===== src/rtl/div_feeder.sv =====
// div_feeder: queues operand pairs and runs them one at a time through the sequential divider,
// returning each result (or a watchdog timeout) on a registered valid/ready port.
module div_feeder #(
    parameter int DEPTH   = 4,
    parameter int TIMEOUT = 32
) (
    input  logic       clk,
    input  logic       rst,
    input  logic       in_valid,
    output logic       in_ready,
    input  logic [7:0] in_num,
    input  logic [3:0] in_denom,
    output logic       div_start,
    output logic [7:0] div_num,
    output logic [3:0] div_denom,
    input  logic       div_rdy,
    input  logic [3:0] div_quotient,
    input  logic [3:0] div_remainder,
    input  logic       div_overflow,
    output logic       out_valid,
    input  logic       out_ready,
    output logic [7:0] out_num,
    output logic [3:0] out_denom,
    output logic [3:0] out_quotient,
    output logic [3:0] out_remainder,
    output logic       out_overflow,
    output logic       out_timeout,
    output logic       busy
);
    localparam int AW = $clog2(DEPTH);
    localparam int CW = $clog2(TIMEOUT);
    localparam logic [AW:0]   FULL = (AW+1)'(DEPTH);
    localparam logic [CW-1:0] WMAX = CW'(TIMEOUT - 1);
    typedef enum logic [1:0] {IDLE, LAUNCH, SETTLE, WAIT} state_t;
    state_t state, state_n;
    logic [11:0] mem [DEPTH];
    logic [AW-1:0] wptr, rptr;
    logic [AW:0] count;
    logic [CW-1:0] wdog;
    logic push, pop, cap, tmo;
    assign in_ready  = count != FULL;
    assign push      = in_valid && in_ready;
    assign pop       = state == LAUNCH;
    assign div_start = pop;
    assign busy      = state != IDLE || count != '0;
    always_comb begin
        state_n = state;
        cap = 1'b0;
        tmo = 1'b0;
        case (state)
            IDLE:    state_n = (count != '0 && !out_valid) ? LAUNCH : IDLE;
            LAUNCH:  state_n = SETTLE;
            SETTLE:  state_n = WAIT;
            WAIT: begin
                cap = div_rdy;
                tmo = !div_rdy && wdog == WMAX;
                state_n = (cap || tmo) ? IDLE : WAIT;
            end
            default: state_n = IDLE;
        endcase
    end
    always_ff @(posedge clk)
        if (push) mem[wptr] <= {in_num, in_denom};
    always_ff @(posedge clk) begin
        if (rst) begin
            state         <= IDLE;
            wptr          <= '0;
            rptr          <= '0;
            count         <= '0;
            wdog          <= '0;
            div_num       <= '0;
            div_denom     <= '0;
            out_valid     <= 1'b0;
            out_num       <= '0;
            out_denom     <= '0;
            out_quotient  <= '0;
            out_remainder <= '0;
            out_overflow  <= 1'b0;
            out_timeout   <= 1'b0;
        end else begin
            state <= state_n;
            if (push) wptr <= wptr + 1'b1;
            if (pop) rptr <= rptr + 1'b1;
            count <= count + (AW+1)'(push) - (AW+1)'(pop);
            if (state == IDLE && state_n == LAUNCH) {div_num, div_denom} <= mem[rptr];
            // SETTLE (and every non-WAIT state) leaves the watchdog at zero for the next WAIT
            wdog <= (state == WAIT) ? wdog + 1'b1 : '0;
            if (cap || tmo) begin
                out_valid     <= 1'b1;
                out_num       <= div_num;
                out_denom     <= div_denom;
                out_quotient  <= cap ? div_quotient : 4'h0;
                out_remainder <= cap ? div_remainder : 4'h0;
                out_overflow  <= cap ? div_overflow : 1'b1;
                out_timeout   <= tmo;
            end else if (out_ready) begin
                out_valid <= 1'b0;
            end
        end
    end
endmodule


===== config.mk =====
export PLATFORM = sky130hd
export DESIGN_NAME = div_feeder
export DESIGN_NICKNAME = d
export VERILOG_FILES = /design/src/rtl/div_feeder.sv
export SDC_FILE = /design/constraint.sdc
export NUM_CORES = 1
export LEC_CHECK = 0
export BUFFER_PORTS_ARGS = -buffer_cell sky130_fd_sc_hd__buf_4
export CORE_MARGIN = 2
export CORE_UTILIZATION = 30
export CTS_BUF_LIST = sky130_fd_sc_hd__clkbuf_8
export DETAILED_ROUTE_END_ITERATION = 10
export MAX_ROUTING_LAYER = met4
export SLEW_MARGIN = 30
export SYNTH_ARGS = -nofsm -noshare
export SYNTH_HDL_FRONTEND = slang
export SYNTH_SLANG_ARGS = --single-unit

===== constraint.sdc =====
create_clock -name clk -period 5.6 [get_ports clk]
set_input_delay 1.12 -clock clk [delete_from_list [all_inputs] [get_ports clk]]
set_output_delay 1.12 -clock clk [all_outputs]
set_load 0.03 [all_outputs]

-- Word-level counts from Yosys, hierarchy flattened
Memory sizes are Yosys's and may differ from the RTL's. A register that Yosys moved wholly into a read port is not among the register bits.
Index checks and enable logic that the tools add are counted.
- flip-flop bits (word level): 37
- memory bits (writable): 48
- memories kept: 1
- add/sub/neg operators: 5
- equality and inequality tests: 6
- muxes and demuxes: 12
- bitwise operators: 1
- reduce and logical (&&, ||, !) cells: 14
- memories (name ; words ; width ; rd ports ; clocked after memory_dff ; wr ports ; RTL line ; RTL):
    mem ; 4 ; 12 ; 1 ; 1 ; 1 ; 36 ; logic [11:0] mem [DEPTH];
- operators with widths (operator ; number):
    $mux W1 ; 8
    $mux W4 ; 2
    $pmux W2 S4 ; 1
    $add A5 B1 Y5 const B ; 1
    $eq A5 B5 Y1 const B ; 1
    $add A2 B1 Y2 const B ; 2
    $eq A2 B1 Y1 const B ; 2
    $eq A2 B2 Y1 const B ; 2
    $logic_and A1 B1 Y1 ; 4
    $reduce_bool A2 Y1 ; 2
    $add A3 B1 Y3 ; 1
    $logic_or A1 B1 Y1 ; 3
    $ne A3 B3 Y1 const B ; 1
    $reduce_bool A3 Y1 ; 1
    $sub A3 B1 Y3 ; 1
    $logic_not A1 Y1 ; 2
    $logic_not A2 Y1 ; 1
    $mux W2 ; 1
    $reduce_or A2 Y1 ; 1
    $not A1 Y1 ; 1

-- Depth between registers and ports, before layout
Gate-level depths: netlist of run 1.
- depth in word-level cells: 7
- mapped depth: 10
- gate-level depth less buffers: 9

-- Worst setup path after synthesis of run 1
OpenSTA, ideal clock, no wires.
- kind: input port to flip-flop
- from: input in_valid
- to: register count[2]
- setup time: 0.128 ns
- arrival time: 2.578 ns
- setup slack: 2.895 ns
- cell stages on the path: 9
- path buffers: 1
- cell sequence: buf_1 nand2_1 ha_1 inv_1 ha_1 fa_1 xnor2_1 xnor2_1 nor2_1
- word-level cells in the longest chain between the ends: 3
- RTL lines (what ; RTL line ; RTL):
    from (decl) ; 9 ; input logic in_valid,
    $logic_and A1 B1 Y1 ; 42 ; assign push = in_valid && in_ready;
    $add A3 B1 Y3 ; 84 ; count <= count + (AW+1)'(push) - (AW+1)'(pop);
    $sub A3 B1 Y3 ; 84 ;
    to (signal assigned) ; 84 ;
    to (decl) ; 38 ; logic [AW:0] count;
Every way passes these cells.
A chain may end at the register's enable or synchronous reset.

-- Worst setup path in the final report of run 1
- from: register count[1]
- to: output busy
- word-level cells in the longest chain between the ends: 2
- RTL lines (what ; RTL line ; RTL):
    $reduce_bool A3 Y1 ; 45 ; assign busy = state != IDLE || count != '0;
    $logic_or A1 B1 Y1 ; 45 ;
    to (decl) ; 28 ; output logic busy
Every way passes these cells.

==> metrics.yaml, run 1 <==
status: "completed"
relSlewSlack_pct: 49.43
fin_nets: 369
fin_util_pct: 37.11
cts_made_buffers: 9
area_delta_synth_final_pct: 21.05
finalSetupViolations: 0
syn_area_um2: 3667
synthMuxAreaShare_pct: 7.369
tritoncts: "yes"
grt_max_degree: 41
viasPerCell: 4.735
fill_cells: 1138
tightest_slew_ns: 0.7545
drive_above_1_share_pct: 28.02
routabilityCongestion: 0.7072
async_flop_share_pct: 0
critPathKind: "flop to primary output"
synthTopCellsByArea: "edfxtp_1 39%, dfxtp_1 27%, mux4_2 7.4%, a21oi_1 3.5%, nand2_1 2.8%"
switching_share_pct: 34.75
drc: 0
skew_ns: 0.01266
synth_top_area_cell: "edfxtp_1"
cap_violations: 0
synth-edff-count: 48
gr-total-overflow: 0
crit_chain: "nor3_2 > nand2_1 > buf_4"
core_um2: 11960
synth_xor_area_share_pct: 1.433
arrival_ns: 1.74
synth_top_family_by_area: "simple AND/OR/NAND/NOR gates"
cp-start-kind: "flop"
post_cts_buffers: 0
drt_first_pass_iters: 4
rsz0062_at_grt: "false"
detail-route-antenna-nets: 0
ys_warn_count: 0
cts_buffer_depth: 2
cp_max_fo: 13
synth_top_area_share_pct: 39.30
slowest_delay_ns: 0.63
synth_common_cells: "49 x dfxtp_1, 48 x edfxtp_1, 27 x nand2_1, 26 x a21oi_1, 16 x nand3_1"
vdd_drop_max_uv: 157.3
required_ns: 4.48
dp.final_hpwl_um: 4994
hold_viol: 0
synth_cell_type_count: 38
yosys.cell_count.top_type: "dfxtp_1"
switchingPower_mw: 0.6914
start_util_pct: 30.66
setup_tns_ns: 0
cts.sinks: 97
crit_path_end_kind: "primary output"
synth_compound_area_share_pct: 9.144
drtIter0Drc: 134
diodes: 0
finalCriticalPeriod_ns: 2.862
root_buffer: "clkbuf_8"
comb_power_share_pct: 29.0
power_density_nw_per_um2: 448.2
wl_per_cell_um: 15.00
ys_seq_area_share_pct: 66.05
hold_class: "flop to flop"
io_buffers: 63
die_w_um: 114.6
cp_slowest_cell: "nor3_2"
fin_crit_sh_pct: 51.10
grt_pass1_vias: 2161
antenna_found_initial: 0
synth-seq-cells: 97
synth_area_per_cell_um2: 13.29
ys.flop_type: "dfxtp_1"
synth-simple-area-share_pct: 9.690
row_count: 40
clk_pin_slew_worst_paths_ns: 0.09
power_mw: 1.990
synth_fa_ha_area_share_pct: 3.275
cts_hold_buffers: 0
fmax_ghz: 0.3494
pin_count: 64
die_area_um2: 13130
synth_nets: 311
p_int_mw: 1.298
routed_wl_um: 7289
ctsResizeCount: 0
clockPowerShare_pct: 23.3
grt_pass1_wl_um: 11430
syn_inst: 276
clkLatencyLatePin_ns: 0.36
leakage_nw: 1.630
grt_usage_pct: 11.75
p_seq_share_pct: 47.7
slew_viol_final: 0
fp.dieH_um: 114.6
cts-htree-levels: 3
num_vias: 2301
==> power groups by stage <==
| stage | sequential, mW | clock [mW] | combinational, mW |
|---|---|---|---|
| floorplan | 0.984 | 0 | 0.400 |
| global placement | 0.966 | 0 | 0.572 |
| detailed placement | 0.969 | 0 | 0.583 |
| CTS | 0.954 | 0.474 | 0.585 |
| global route | 0.973 | 0.504 | 0.629 |
| finish | 0.949 | 0.463 | 0.578 |
==> path summary, 6_finish.rpt <==
| path | startpoint | to | slack, ns | depth (start not counted) |
|---|---|---|---|---|
| worst max register to register | count[2] | count[2] | 3.39 | 9 |
| worst min register to register | wdog[0] | wdog[0] | 0.46 | 1 |
| worst max-delay path | count[1] | busy | 2.74 | 3 |
| worst min-delay path | wdog[0] | wdog[0] | 0.46 | 1 |
==> layer usage <==
metal	share of wire, %	vias to the layer above	global-route usage, %
met5	0	-	-
met4	1.6	0	4.878
met3	5.8	9	3.282
met2	49	51	18.03
met1	44	1117	14.65
li1	-	1124	-
==> critical path: cells and delay by family (launching register included) <==
kind | cells | cell delay [ns]
buffers and inverters | 1 | 0.21
DFF | 1 | 0.37
and+or+nand+nor | 2 | 0.81
==> cells in the final DEF (no fill, tap or decap), types with 9 or more instances in the layout <==
| master | n |
|---|---|
| nand3_1 | 16 |
| nand2_1 | 27 |
| mux4_2 | 12 |
| nor2_1 | 12 |
| o21ai_0 | 11 |
| buf_4 | 63 |
| a21oi_1 | 26 |
| edfxtp_1 | 48 |
| clkbuf_8 | 9 |
| dfxtp_1 | 48 |
==> flip-flops by register name (all words and copies together) (netlist names) <==
name / flops
out_quotient: 4
wdog: 5
rptr: 2
out_overflow: 1
mem: 48
out_denom: 4
out_remainder: 4
state: 2
div_denom: 4
out_valid: 1
div_num: 8
wptr: 2
out_timeout: 1
count: 3
out_num: 8
==> cell families after synthesis <==
group | after synthesis
flip-flops | 97
AND/OR/NAND/NOR | 74
AO/OA/AOI/OAI | 56
buffers and inverters | 22
multiplexers | 12
adder cells (fa/ha/maj) | 9
XOR/XNOR | 6
==> area by class of cell <==
| cell class | instances | area, um^2 | area share [%] |
|---|---|---|---|
| Inverter | 5 | 18.77 | 0.4228 |
| Tap cell | 147 | 183.9 | 4.143 |
| Clock inverter | 7 | 75.07 | 1.691 |
| Sequential cell | 97 | 2424 | 54.59 |
| Timing Repair Buffer | 64 | 480.5 | 10.82 |
| Multi-Input combinational cell | 157 | 1134 | 25.54 |
| Clock buffer | 9 | 123.9 | 2.790 |
==> per-stage QoR <==
step           setup slack, ns  instance area [um^2]  hold slack (ns)  cells
2_1_floorplan            2.895                  3667           0.4179    276
3_3_place_gp             2.967                  4232           0.4345    469
3_5_place_dp             2.934                  4232           0.4499    469
4_1_cts                  2.730                  4431           0.4690    485
5_1_grt                  2.624                  4439           0.4891    486
6_report                 2.738                  4439           0.4640    486
(Power assumes the default switching activity.)
==> run 2, diff against run 1 <==
Clock period 5.6 ns to 2.82 ns, I/O delays scaled along.
==> metrics.yaml, run 2 (synthesis results as in run 1) <==
status: "completed"  # unchanged
arrival_ns: 2.50  # was 1.74 ns
reg_top3: "mem x48, div_num x8, out_num x8"  # unchanged
core_um2: 11960  # unchanged
ff2ff_setup_slack_ns: 0.56  # was 3.39 ns
crit_chain: "or3b_1 > nand2_1 > ha_1 > inv_1 > ha_1 > fa_1 > xnor2_1 > xnor2_1 > nor2_1"  # was nor3_2 > nand2_1 > buf_4
required_ns: 3.06  # was 4.48 ns
finalCriticalPeriod_ns: 2.259
setup_tns_ns: 0  # unchanged
largest_reg_flops: 48  # unchanged
reg2reg_to: "count[2]"  # unchanged
drc: 0  # unchanged
power_density_nw_per_um2: 893.3  # was 448.2 nW/um^2
critPathKind: "flop to flop"  # was flop to primary output
fp.dieH_um: 114.6  # unchanged
cap_violations: 0  # unchanged
hold_depth: 1  # unchanged
clk_pin_slew_worst_paths_ns: 0.09  # about the same
drive_above_1_share_pct: 28.45  # was 28.02%
top_register: "mem"  # unchanged
fmax_ghz: 0.4426
slew_viol_final: 0  # unchanged
routed_wl_um: 7282  # was 7289 um
ctsResizeCount: 0  # unchanged
final_cell_mix: "66 x buf_4, 49 x dfxtp_1, 48 x edfxtp_1"  # was 63 x buf_4, 48 x dfxtp_1, 48 x edfxtp_1
setup_ws_ns: 0.5607  # was 2.738 ns
io_buffers: 63  # unchanged
wl_per_cell_um: 14.92  # was 15.00 um
relSlewSlack_pct: 44.30  # was 49.43%
r2r-start: "count[2]"  # unchanged
tritoncts: "yes"  # unchanged
tightest_slew_ns: 0.8310  # was 0.7545 ns
grt_pass1_vias: 2188  # was 2161
cp-start-kind: "flop"  # unchanged
clkLatencyLatePin_ns: 0.36  # about the same
rsz0062_at_grt: "false"  # unchanged
min_to: "mem[2][3]"  # was wdog[0]
row_count: 40  # unchanged
area_delta_synth_final_pct: 21.46  # was 21.05%
detail-route-antenna-nets: 0  # unchanged
vdd_drop_max_uv: 273.4  # was 157.3 uV
num_vias: 2311  # was 2301
drt_first_pass_iters: 4  # unchanged
layout_commonest_cell: "buf_4"  # unchanged
cp_slowest_cell: "or3b_1"  # was nor3_2
cts_hold_buffers: 0  # unchanged
routabilityCongestion: 0.7174  # was 0.7072
fin_nets: 371  # was 369
fill_cells: 1158  # was 1138
cts.sinks: 97  # unchanged
area.sequential_um2: 2422  # was 2424 um^2
finalSetupViolations: 0  # unchanged
grt_pass1_wl_um: 11340  # was 11430 um
post_cts_buffers: 0  # unchanged
viasPerCell: 4.736  # was 4.735
start_util_pct: 30.66  # unchanged
hold_path_startpoint: "in_denom[3]"  # was wdog[0]
cp_max_fo: 10  # was 13
grt_max_degree: 41  # unchanged
slowest_delay_ns: 0.51  # was 0.63 ns
fin_crit_sh_pct: 80.12
pre_cts_ws_ns: 0.5814  # was 2.934 ns
crit_path_end_kind: "flop"  # was primary output
cts_made_buffers: 9  # unchanged
antenna_found_initial: 0  # unchanged
hold_class: "input pin to flop"  # was flop to flop
hold_viol: 0  # unchanged
drtIter0Drc: 120  # was 134
ff2ff_path_depth: 9  # unchanged
hold_ws_ns: 0.4013  # was 0.4640 ns
gr-total-overflow: 0  # unchanged
skew_ns: 0.006751  # was 0.01266 ns
dp.final_hpwl_um: 4962  # was 4994 um
grt_usage_pct: 11.74  # was 11.75%
multi_input_area_um2: 1134  # unchanged
cts_buffer_depth: 2  # unchanged
power_mw: 3.979  # was 1.990 mW
leakage_nw: 1.636  # was 1.630 nW
die_w_um: 114.6  # unchanged
die_area_um2: 13130  # unchanged
root_buffer: "clkbuf_8"  # unchanged
diodes: 0  # unchanged
pin_count: 64  # unchanged
cts-htree-levels: 3  # unchanged
==> run 2: changes by cell type in the layout (fill, tap and decap cells not counted) <==
cell	delta
buf_4	+3
clkinv_4	+2
clkbuf_4	-1
clkinv_1	-1
clkinvlp_4	+1
dfxtp_1	+1
dfxtp_2	-1
inv_6	-1
inv_8	-1
==> run 2: worst max-delay path, delay by kind of cell, from the launching register on <==
| kind | cells | cell delay [ns] |
|---|---|---|
| xor gates and xnor gates | 2 | 0.33 |
| adders and majority gates | 3 | 0.70 |
| buffers and inverters | 1 | 0.04 |
| DFF | 1 | 0.41 |
| and+or+nand+nor | 3 | 0.68 |
==> run 2: area by class of cell <==
cell class,count,share of cell area [%]
inverters,5,0.4213
repair buffers,66,11.12
well taps,147,4.129
clock inverters,7,1.713
flip-flops and latches,97,54.38
multi-input cells,157,25.45
clock buffers,9,2.781
==> run 2: worst max path at each step <==
stage                     slack [ns]       end  cells after the start  startpoint
after floorplan                 0.46  count[2]                      9    state[0]
after global placement          0.67  count[2]                      9    count[2]
after detailed placement        0.58  count[2]                      9    count[2]
after CTS                       0.56  count[2]                      9    count[2]
after global routing            0.39  count[2]                      9    count[2]
final                           0.56  count[2]                      9    count[2]
==> run 2: report_power, final <==
part	switching, mW	internal (mW)	leakage [nW]
registers	0.164	1.67	0.838
clock network	0.489	0.416	0.0979
logic	0.728	0.509	0.700
==> run 2: stage by stage <==
step                      utilization, %  instances  instance area (um^2)
after floorplan                        -        276                  3667
after global placement             35.56        472                  4254
after detailed placement           35.56        472                  4254
after CTS                          37.24        488                  4454
after global routing               37.24        488                  4454
final                              37.24        488                  4454
==> run 2: layer usage <==
layer / track usage, % / wire length, um / vias to the layer above / part of all wire (%)
li1: - / - / 1128 / -
met1: 15.68 / 3407 / 1113 / 47
met2: 16.77 / 3383 / 60 / 46
met3: 3.229 / 385 / 10 / 5.3
met4: 5.041 / 106 / 0 / 1.5
met5: - / 0 / - / 0
